==> src/rtl/rtc_edit_ctrl.sv <==
// rtc_edit_ctrl: turns debounced button levels into edit events, auto-repeats
// up/down, runs the hour/date/chronometer programming FSM and strobes commit
// when an edit session is closed.
//
// state | meaning
// IDLE  | not editing; val outputs show the hour set
// HORA  | editing hh:mm:ss
// FECHA | editing dd/month/yy
// CRONO | editing chronometer hh:mm:ss
module rtc_edit_ctrl #(
  parameter int HOLD_CYC = 50_000_000,
  parameter int REP_CYC  = 10_000_000,
  parameter int CW       = 26
) (
  input  logic       clk,
  input  logic       reset,
  input  logic       au,
  input  logic       dis,
  input  logic       l,
  input  logic       r,
  input  logic       prh,
  input  logic       prf,
  input  logic       prc,
  output logic [1:0] mode,
  output logic [1:0] cursor,
  output logic [6:0] val0,
  output logic [6:0] val1,
  output logic [6:0] val2,
  output logic       commit,
  output logic [1:0] commit_mode
);

  typedef enum logic [1:0] {IDLE = 2'd0, HORA = 2'd1, FECHA = 2'd2, CRONO = 2'd3} mode_t;

  // Repeat timers are down-counters: preloaded while idle, event at zero.
  localparam logic [CW-1:0] HOLD_LD = CW'(HOLD_CYC - 1);
  localparam logic [CW-1:0] REP_LD  = CW'(REP_CYC - 1);

  // bit order: 0 au, 1 dis, 2 l, 3 r, 4 prh, 5 prf, 6 prc
  logic [6:0]          lvl_q, lvl_d, pe;
  mode_t               mode_q, mode_n;
  logic [1:0]          cursor_q;
  logic [CW-1:0]       au_cnt_q, dis_cnt_q;
  logic                both, au_tick, dis_tick, inc_ev, dec_ev, mv_r, mv_l;
  logic                commit_c, edit_we;
  logic [2:0][6:0]     hora_q, fecha_q, crono_q, act;
  logic [6:0]          sel_val, fmin, fmax, new_val;

  // Register the levels and keep a delayed copy for rising-edge detection.
  always_ff @(posedge clk) begin
    if (reset) begin
      lvl_q <= '0;
      lvl_d <= '0;
    end else begin
      lvl_q <= {prc, prf, prh, r, l, dis, au};
      lvl_d <= lvl_q;
    end
  end

  assign pe   = lvl_q & ~lvl_d;
  assign both = lvl_q[0] & lvl_q[1];

  assign au_tick  = lvl_q[0] & ~both & (au_cnt_q == '0);
  assign dis_tick = lvl_q[1] & ~both & (dis_cnt_q == '0);

  // Increment hold/repeat timer; held at the hold preload whenever released or contested.
  always_ff @(posedge clk) begin
    if (reset || !lvl_q[0] || both) au_cnt_q <= HOLD_LD;
    else if (au_cnt_q == '0)        au_cnt_q <= REP_LD;
    else                            au_cnt_q <= au_cnt_q - CW'(1);
  end

  // Decrement hold/repeat timer, same scheme as the increment one.
  always_ff @(posedge clk) begin
    if (reset || !lvl_q[1] || both) dis_cnt_q <= HOLD_LD;
    else if (dis_cnt_q == '0)       dis_cnt_q <= REP_LD;
    else                            dis_cnt_q <= dis_cnt_q - CW'(1);
  end

  assign inc_ev = (pe[0] | au_tick) & ~both;
  assign dec_ev = (pe[1] | dis_tick) & ~both;
  assign mv_r   = pe[3] & ~pe[2];
  assign mv_l   = pe[2] & ~pe[3];

  // Mode state register.
  always_ff @(posedge clk) begin
    if (reset) mode_q <= IDLE;
    else       mode_q <= mode_n;
  end

  // Next mode and exit strobe; entry priority prh > prf > prc.
  always_comb begin
    mode_n   = mode_q;
    commit_c = 1'b0;
    unique case (mode_q)
      IDLE: begin
        if (pe[4])      mode_n = HORA;
        else if (pe[5]) mode_n = FECHA;
        else if (pe[6]) mode_n = CRONO;
      end
      HORA:  if (pe[4]) begin mode_n = IDLE; commit_c = 1'b1; end
      FECHA: if (pe[5]) begin mode_n = IDLE; commit_c = 1'b1; end
      CRONO: if (pe[6]) begin mode_n = IDLE; commit_c = 1'b1; end
      default: mode_n = IDLE;
    endcase
  end

  // Cursor: cleared on every mode change, moves modulo 3 only while editing.
  always_ff @(posedge clk) begin
    if (reset) begin
      cursor_q <= 2'd0;
    end else if (mode_n != mode_q) begin
      cursor_q <= 2'd0;
    end else if (mode_q != IDLE) begin
      if (mv_r)      cursor_q <= (cursor_q == 2'd2) ? 2'd0 : cursor_q + 2'd1;
      else if (mv_l) cursor_q <= (cursor_q == 2'd0) ? 2'd2 : cursor_q - 2'd1;
    end
  end

  // Active field set, selected field, its limits and the wrapped new value.
  always_comb begin
    act = hora_q;
    if (mode_q == FECHA)      act = fecha_q;
    else if (mode_q == CRONO) act = crono_q;
    sel_val = act[0];
    for (int i = 1; i < 3; i++)
      if (cursor_q == 2'(i)) sel_val = act[i];
    fmin = 7'd0;
    fmax = 7'd59;
    if (mode_q == FECHA) begin
      case (cursor_q)
        2'd0:    begin fmin = 7'd1; fmax = 7'd31; end
        2'd1:    begin fmin = 7'd1; fmax = 7'd12; end
        default: begin fmin = 7'd0; fmax = 7'd99; end
      endcase
    end else if (cursor_q == 2'd0) begin
      fmax = 7'd23;
    end
    if (inc_ev) new_val = (sel_val == fmax) ? fmin : sel_val + 7'd1;
    else        new_val = (sel_val == fmin) ? fmax : sel_val - 7'd1;
  end

  assign edit_we = (mode_q != IDLE) & (inc_ev | dec_ev);

  // Field storage; the edit uses the cursor value from before any move this cycle.
  always_ff @(posedge clk) begin
    if (reset) begin
      hora_q  <= '0;
      fecha_q <= {7'd0, 7'd1, 7'd1};
      crono_q <= '0;
    end else if (edit_we) begin
      for (int i = 0; i < 3; i++) begin
        if (cursor_q == 2'(i)) begin
          case (mode_q)
            HORA:    hora_q[i]  <= new_val;
            FECHA:   fecha_q[i] <= new_val;
            CRONO:   crono_q[i] <= new_val;
            default: ;
          endcase
        end
      end
    end
  end

  assign mode        = mode_q;
  assign cursor      = cursor_q;
  assign val0        = act[0];
  assign val1        = act[1];
  assign val2        = act[2];
  assign commit      = commit_c & ~reset;
  assign commit_mode = commit ? mode_q : 2'd0;

endmodule

==> config.mk <==
export PLATFORM = sky130hd
export DESIGN_NAME = rtc_edit_ctrl
export DESIGN_NICKNAME = d
export VERILOG_FILES = /design/src/rtl/rtc_edit_ctrl.sv
export SDC_FILE = /design/constraint.sdc
export NUM_CORES = 1
export LEC_CHECK = 0
export ABC_CLOCK_PERIOD_IN_PS = 3500
export CORE_UTILIZATION = 40
export DETAILED_ROUTE_END_ITERATION = 10
export HOLD_SLACK_MARGIN = 0.05
export MAX_ROUTING_LAYER = met4
export PLACE_DENSITY_LB_ADDON = 0.1
export SLEW_MARGIN = 20
export SYNTH_ARGS = -nofsm -noshare
export SYNTH_HDL_FRONTEND = slang
export SYNTH_SLANG_ARGS = --single-unit
export TNS_END_PERCENT = 100
==> constraint.sdc <==
create_clock -name clk -period 3.5 [get_ports clk]
set_clock_uncertainty 0.15 [all_clocks]
set_input_delay 0.35 -clock clk [delete_from_list [all_inputs] [get_ports clk]]
set_output_delay 0.35 -clock clk [all_outputs]
set_load 0.02 [all_outputs]
==> key figures, run 1 <==
Run status
  • Outcome: complete, no violations

Flow run
  • Max Cap Violations: 0

Route
  • Residual DRC count: 0
  • First-pass DRT Iterations: 5
  • Number of routed nets with antenna violations: 0
  • Vias per Instance: 5.76
  • Routed WL: 19,600 µm
  • First-iteration detailed-routing DRC count: 331
  • Routed len/inst: 18.1 µm
  • Vias: 6,253

Logic synthesis
  • Avg Cell Area, Syn: 8.78 µm²
  • Unique masters post-synth: 66
  • Share of the synthesized area in the top cell type: 38.2%
  • FF+latch count, synth: 133
  • Sequential-to-total area share from yosys stat: 38.2%
  • Async S/R FF share, synth: 0%
  • Syn_nets: 813
  • EDFF count, synth: 0
  • Area contributors post-synth: dfxtp_1, a311oi_1, nor2_1
  • Ys Warns: 0
  • Main synth FF type: dfxtp_1
  • Synth Instances: 793
  • Leading area contributor after synthesis: dfxtp_1
  • Syn Std Cell Area: 6970 µm²

Clocking
  • Clock buffer depth: 2
  • TritonCTS buffer count: 17
  • Clk sinks: 133
  • CTS tree: done
  • Clock Tree Root: clkbuf_16
  • Clk slew on worst S/H paths: 0.06 ns
  • Clk Latency, worst-skew pair: 0.42 ns
  • # H-tree levels: 4

Power
  • Tot Pwr: 0.00416 W
  • Lkg Pwr: 2.90 nW
  • Seq pwr share: 37.4%
  • PD cells: 494 nW/µm²
  • Power Internal: 0.00293 W
  • Peak VDD IR: 366 µV
  • Clock network power share: 42.7%
  • Sw frac: 29.6%
  • Switching pwr: 0.00123 W
  • Combinational Power Share: 19.9%

Timing
  • Worst slew pin tran: 0.876 ns
  • Fmax: 301 MHz
  • Max-Slew Margin vs Limit: 41.0%
  • Setup_tns: 0 ns
  • Setup Viol. Count Final: 0
  • Final hold vios: 0
  • Final worst-path cycle share: 94.9%
  • Minimum clock period: 3.32 ns
  • RSZ-0062 raised after global routing: false
  • Slew Limit Fails: 0
  • Final setup margin: 0.180 ns

Worst setup path
  • R2r endpoint: fecha_q[0]
  • Critical path type: register to register
  • Endpoint class of the critical path: register
  • Worst R2R Path Depth: 9
  • Critical Path AT: 3.51 ns
  • R2r setup slk: 0.18 ns
  • CP max stage cell: or4_1
  • CP Data Required Time: 3.69 ns
  • Critical Path Fanout Max: 7
  • Bufs and invs on worst path: 2
  • Max incr delay on CP: 0.54 ns
  • Critical path startpoint category: register
  • Crit path cell chain: inv_1 > ha_1 > mux4_2 > mux2_2 > nor4_1 > a311oi_4 > buf_4 > or4_1 > a31oi_1
  • RR Startpoint: cursor[1]
  • Delay-heaviest family, CP: simple AND/OR/NAND/NOR gates

Finish
  • ANT cells: 0
  • Post-Layout Inst Area: 8420 µm²
  • Share of cells above drive strength 1: 14.4%
  • Commonest non-fill, non-tap cell in the layout: dfxtp_1
  • Area delta synth->final: 20.9%
  • Most frequent cells in the layout: dfxtp_1, nor2_1, a311oi_1
  • Nets: 873

Floorplan
  • Height of the chip: 134 µm
  • FP Rows: 47
  • I/O pins: 37
  • Initial Utilization: 41.4%
  • Die Area: 17,900 µm²
  • Die W: 134 µm
  • Total core area: 16,800 µm²

Placement
  • Placed cell areas: 7810 µm²
  • Dpl ws: 0.0672 ns
  • Gpl congestion: 0.910
  • Dpl hpwl: 13,900 µm
  • # port buffers: 36

Global route
  • Antenna violations before repair: 0
  • Vias in the first global route: 6,133
  • Global route overflow: 0
  • Largest net degree at the start of global routing: 46
  • First-pass GRT wire length: 31,900 µm
  • Total GRT Usage: 23.3%

Worst hold path
  • Worst min path class: register to register
  • Hold Path Depth: 1
  • WHS Endpoint: au_cnt_q[0]
  • Worst hold start: au_cnt_q[0]
==> synthesized netlist by cell type (14+ instances only) <==
master / instances
a311oi_1: 53
nor3_1: 20
nor2_1: 117
xnor2_1: 29
nand2_1: 42
nand2b_1: 20
o21ai_0: 28
nand3_1: 14
nor2b_1: 29
a21oi_1: 27
dfxtp_1: 133
clkbuf_1: 34
xor2_1: 18
mux2i_1: 14
==> power groups by stage <==
stage,clock network [W],registers (W),logic (W)
2_1_floorplan,0,0.00159,0.000523
3_5_place_dp,0,0.00159,0.000807
4_1_cts,0.00182,0.00156,0.000811
6_report,0.00178,0.00156,0.000829
5_1_grt,0.00189,0.00156,0.000890
3_3_place_gp,0,0.00159,0.000802
==> stage by stage <==
step,utilization (%),cells,hold slack [ns]
3_5_place_dp,46.4,1052,0.257
6_report,50.1,1086,0.266
5_1_grt,50.1,1086,0.288
4_1_cts,50.0,1085,0.272
2_1_floorplan,-,793,0.235
3_3_place_gp,46.4,1052,0.247
==> worst reg2reg max path: stages (launching register included) <==
cell and delay (ns):
dfxtp_1 0.35, inv_1 0.11, ha_1 0.42, mux4_2 0.43, mux2_2 0.31, nor4_1 0.46, a311oi_4 0.09, buf_4 0.20
or4_1 0.55, a31oi_1 0.19
==> routing by layer <==
metal / GRT usage, % / routed length, µm / share of wire, %
met1: 28.3 / 8790 / 45
met2: 37.2 / 9240 / 47
met3: 5.10 / 930 / 4.7
met4: 10.0 / 670 / 3.4
met5: - / 0 / 0
==> cell type report <==
cell class / instances / area, µm²
fill: 1640 / 8400
multi-input combinational: 597 / 4040
sequential: 133 / 2670
timing repair buffer: 91 / 808
clock buffer: 20 / 447
tap: 220 / 275
clock inverter: 12 / 144
inverter: 13 / 48.8
==> kinds of logic (layout without fill, tap and decap cells) <==
group / count (synthesis) / after routing / share of synthesized area [%]
xor+xnor: 47 / 47 / 5.91
fa+ha+maj: 11 / 11 / 1.98
simple gates: 308 / 308 / 22.0
compound gates: 194 / 194 / 21.3
mux: 37 / 37 / 6.61
buf+inv: 63 / 136 / 3.95
flops: 133 / 133 / 38.2
==> worst max-delay path by stage <==
stage	startpoint	endpoint	slack, ns	cells past startpoint
after floorplan	mode[0]	hora_q[5]	0.14	9
after global placement	mode[0]	hora_q[16]	0.17	8
after detailed placement	mode[0]	fecha_q[8]	0.07	9
after CTS	mode[0]	fecha_q[8]	0.06	9
after global routing	cursor[0]	hora_q[13]	0.003	12
final	cursor[1]	fecha_q[0]	0.18	9
==> registers in the layout (all words and copies together) (netlist names) <==
| signal | cells |
|---|---|
| au_cnt_q | 26 |
| lvl_d | 7 |
| crono_q | 21 |
| mode | 2 |
| hora_q | 21 |
| cursor | 2 |
| lvl_q | 7 |
| dis_cnt_q | 26 |
| fecha_q | 21 |
==> repair_timing <==
item / CTS / global route
endpoints found under the setup margin: 0 / 27
endpoints found under the hold margin: 2 / 0
resized for setup: 0 / 4
setup buffers: 0 / 1
hold buffers: 1 / 0
Power figures use the tool's default switching activity.
==> run 2, diff against run 1 <==
--- a/config.mk
+++ b/config.mk
@@ -6,7 +6,9 @@
 export NUM_CORES = 1
 export LEC_CHECK = 0
 export ABC_CLOCK_PERIOD_IN_PS = 3500
-export CORE_UTILIZATION = 40
+export CELL_PAD_IN_SITES_DETAIL_PLACEMENT = 1
+export CELL_PAD_IN_SITES_GLOBAL_PLACEMENT = 2
+export CORE_UTILIZATION = 38
 export DETAILED_ROUTE_END_ITERATION = 10
 export HOLD_SLACK_MARGIN = 0.05
 export MAX_ROUTING_LAYER = met4
==> run 2 against run 1 <==
Net effect:
- sequential power about the same
- final cell count up 1.8%
- non-clock buffer count up 11
- highest routed layer unchanged
==> key figures, run 2 (same netlist as run 1, synthesis figures left out) <==
Route
  • Routed len/inst: 20.5 µm
  • Number of routed nets with antenna violations: 0
  • Routed WL: 22,700 µm
  • Vias: 6,465
  • First-iteration detailed-routing DRC count: 304
  • Residual DRC count: 0
  • Vias per Instance: 5.85
  • First-pass DRT Iterations: 4

Global route
  • Antenna violations before repair: 0
  • Vias in the first global route: 6,601
  • Global route overflow: 0
  • First-pass GRT wire length: 36,100 µm
  • Largest net degree at the start of global routing: 47
  • Total GRT Usage: 26.1%

Clocking
  • Clk slew on worst S/H paths: 0.06 ns
  • Clk sinks: 133
  • TritonCTS buffer count: 17
  • Clk Latency, worst-skew pair: 0.43 ns
  • CTS tree: done
  • Clock Tree Root: clkbuf_16
  • # H-tree levels: 4
  • Clock buffer depth: 2

Timing
  • Worst slew pin tran: 0.856 ns
  • Setup Viol. Count Final: 0
  • Slew Limit Fails: 0
  • Final worst-path cycle share: 96.2%
  • Minimum clock period: 3.37 ns
  • Fmax: 297 MHz
  • Max-Slew Margin vs Limit: 42.8%
  • Setup_tns: 0 ns
  • Final hold vios: 0

Run status
  • Outcome: complete, no violations

Power
  • Peak VDD IR: 373 µV
  • Lkg Pwr: 2.94 nW
  • PD cells: 497 nW/µm²

Floorplan
  • Die Area: 18,900 µm²
  • FP Rows: 49
  • I/O pins: 37
  • Initial Utilization: 38.8%
  • Die W: 137 µm
  • Height of the chip: 137 µm
  • Total core area: 18,000 µm²

Worst setup path
  • Critical Path AT: 3.57 ns
  • CP max stage cell: or4_1
  • Max incr delay on CP: 0.58 ns
  • Critical path type: register to register
  • Critical path startpoint category: register
  • CP Data Required Time: 3.71 ns
  • Cell mode on critical path: buf_4
  • Crit path cell chain: inv_1 > ha_1 > buf_4 > nand2b_1 > a211oi_1 > a221oi_1 > buf_4 > nor4_2 > a311oi_4 > buf_4 > or4_1 > a31oi_1
  • Critical Path Fanout Max: 8
  • Endpoint class of the critical path: register

Placement
  • Placed cell areas: 7890 µm²
  • # port buffers: 36
  • Dpl hpwl: 16,300 µm
  • Placed Cells: 1,072
  • Gpl congestion: 0.935

Finish
  • ANT cells: 0
  • Finished Layout Cells: 1,106
  • Share of cells above drive strength 1: 15.6%
  • Area delta synth->final: 22.3%
  • Most frequent cells in the layout: dfxtp_1, nor2_1, buf_4
  • Nets: 884
  • Regs by FF count: au_cnt_q: 26 flops, dis_cnt_q: 26 flops
  • Commonest non-fill, non-tap cell in the layout: dfxtp_1
  • Post-Layout Inst Area: 8520 µm²

Worst hold path
  • Worst min path class: register to register

Flow run
  • Max Cap Violations: 0
[run 2: metrics by stage]
stage,total power (W),utilization [%],hold slack (ns),setup WS [ns]
after floorplan,0.00211,-,0.235,0.145
after global placement,0.00242,43.9,0.246,0.00873
after detailed placement,0.00243,43.9,0.256,-0.0501
after CTS,0.00426,47.3,0.273,0.0188
after global routing,0.00441,47.4,0.304,-0.0122
final,0.00424,47.4,0.270,0.134
[run 2: path summary, 6_finish.rpt]
path / from / slack [ns] / cells after the start / end
max: cursor[1] / 0.13 / 12 / fecha_q[7]
min: au_cnt_q[0] / 0.27 / 1 / au_cnt_q[0]
max reg2reg: cursor[1] / 0.13 / 12 / fecha_q[7]
min reg2reg: au_cnt_q[0] / 0.27 / 1 / au_cnt_q[0]
[run 2: routing by layer]
layer / up-vias / GRT usage (%) / wire length (µm) / share of wire [%]
li1: 3088 / - / - / -
met1: 3215 / 31.8 / 10200 / 45
met2: 117 / 43.1 / 11100 / 49
met3: 45 / 4.23 / 772 / 3.4
met4: 0 / 10.3 / 624 / 2.7
met5: - / - / 0 / 0
[run 2: area by class of cell]
class                           count  area (µm²)
Fill cell                        2094        9440
Multi-Input combinational cell    597        4060
Sequential cell                   133        2670
Timing Repair Buffer              102         878
Clock buffer                       20         437
Tap cell                          229         287
Clock inverter                     12         145
Inverter                           13        48.8
[run 2: critical path: cells and delay by family, from the launching register on]
family,cells,cell delay (ns)
buf+inv,4,0.75
compound gates,4,0.57
fa+ha+maj,1,0.45
flops,1,0.34
simple gates,3,1.02
[run 2: power by group]
part	total (W)	switching (W)	internal, W	leakage [nW]
sequential	0.00156	0.0000210	0.00154	1.08
clock	0.00181	0.000745	0.00106	0.277
combinational	0.000871	0.000541	0.000330	1.58
total	0.00424	0.00131	0.00293	2.94
[run 2: timing repair]
item,CTS,global route
buffers inserted,0,1
resized for setup,3,5
setup endpoints to repair,12,33
endpoints found under the hold margin,1,0
hold buffers,1,0
pin swaps,0,1
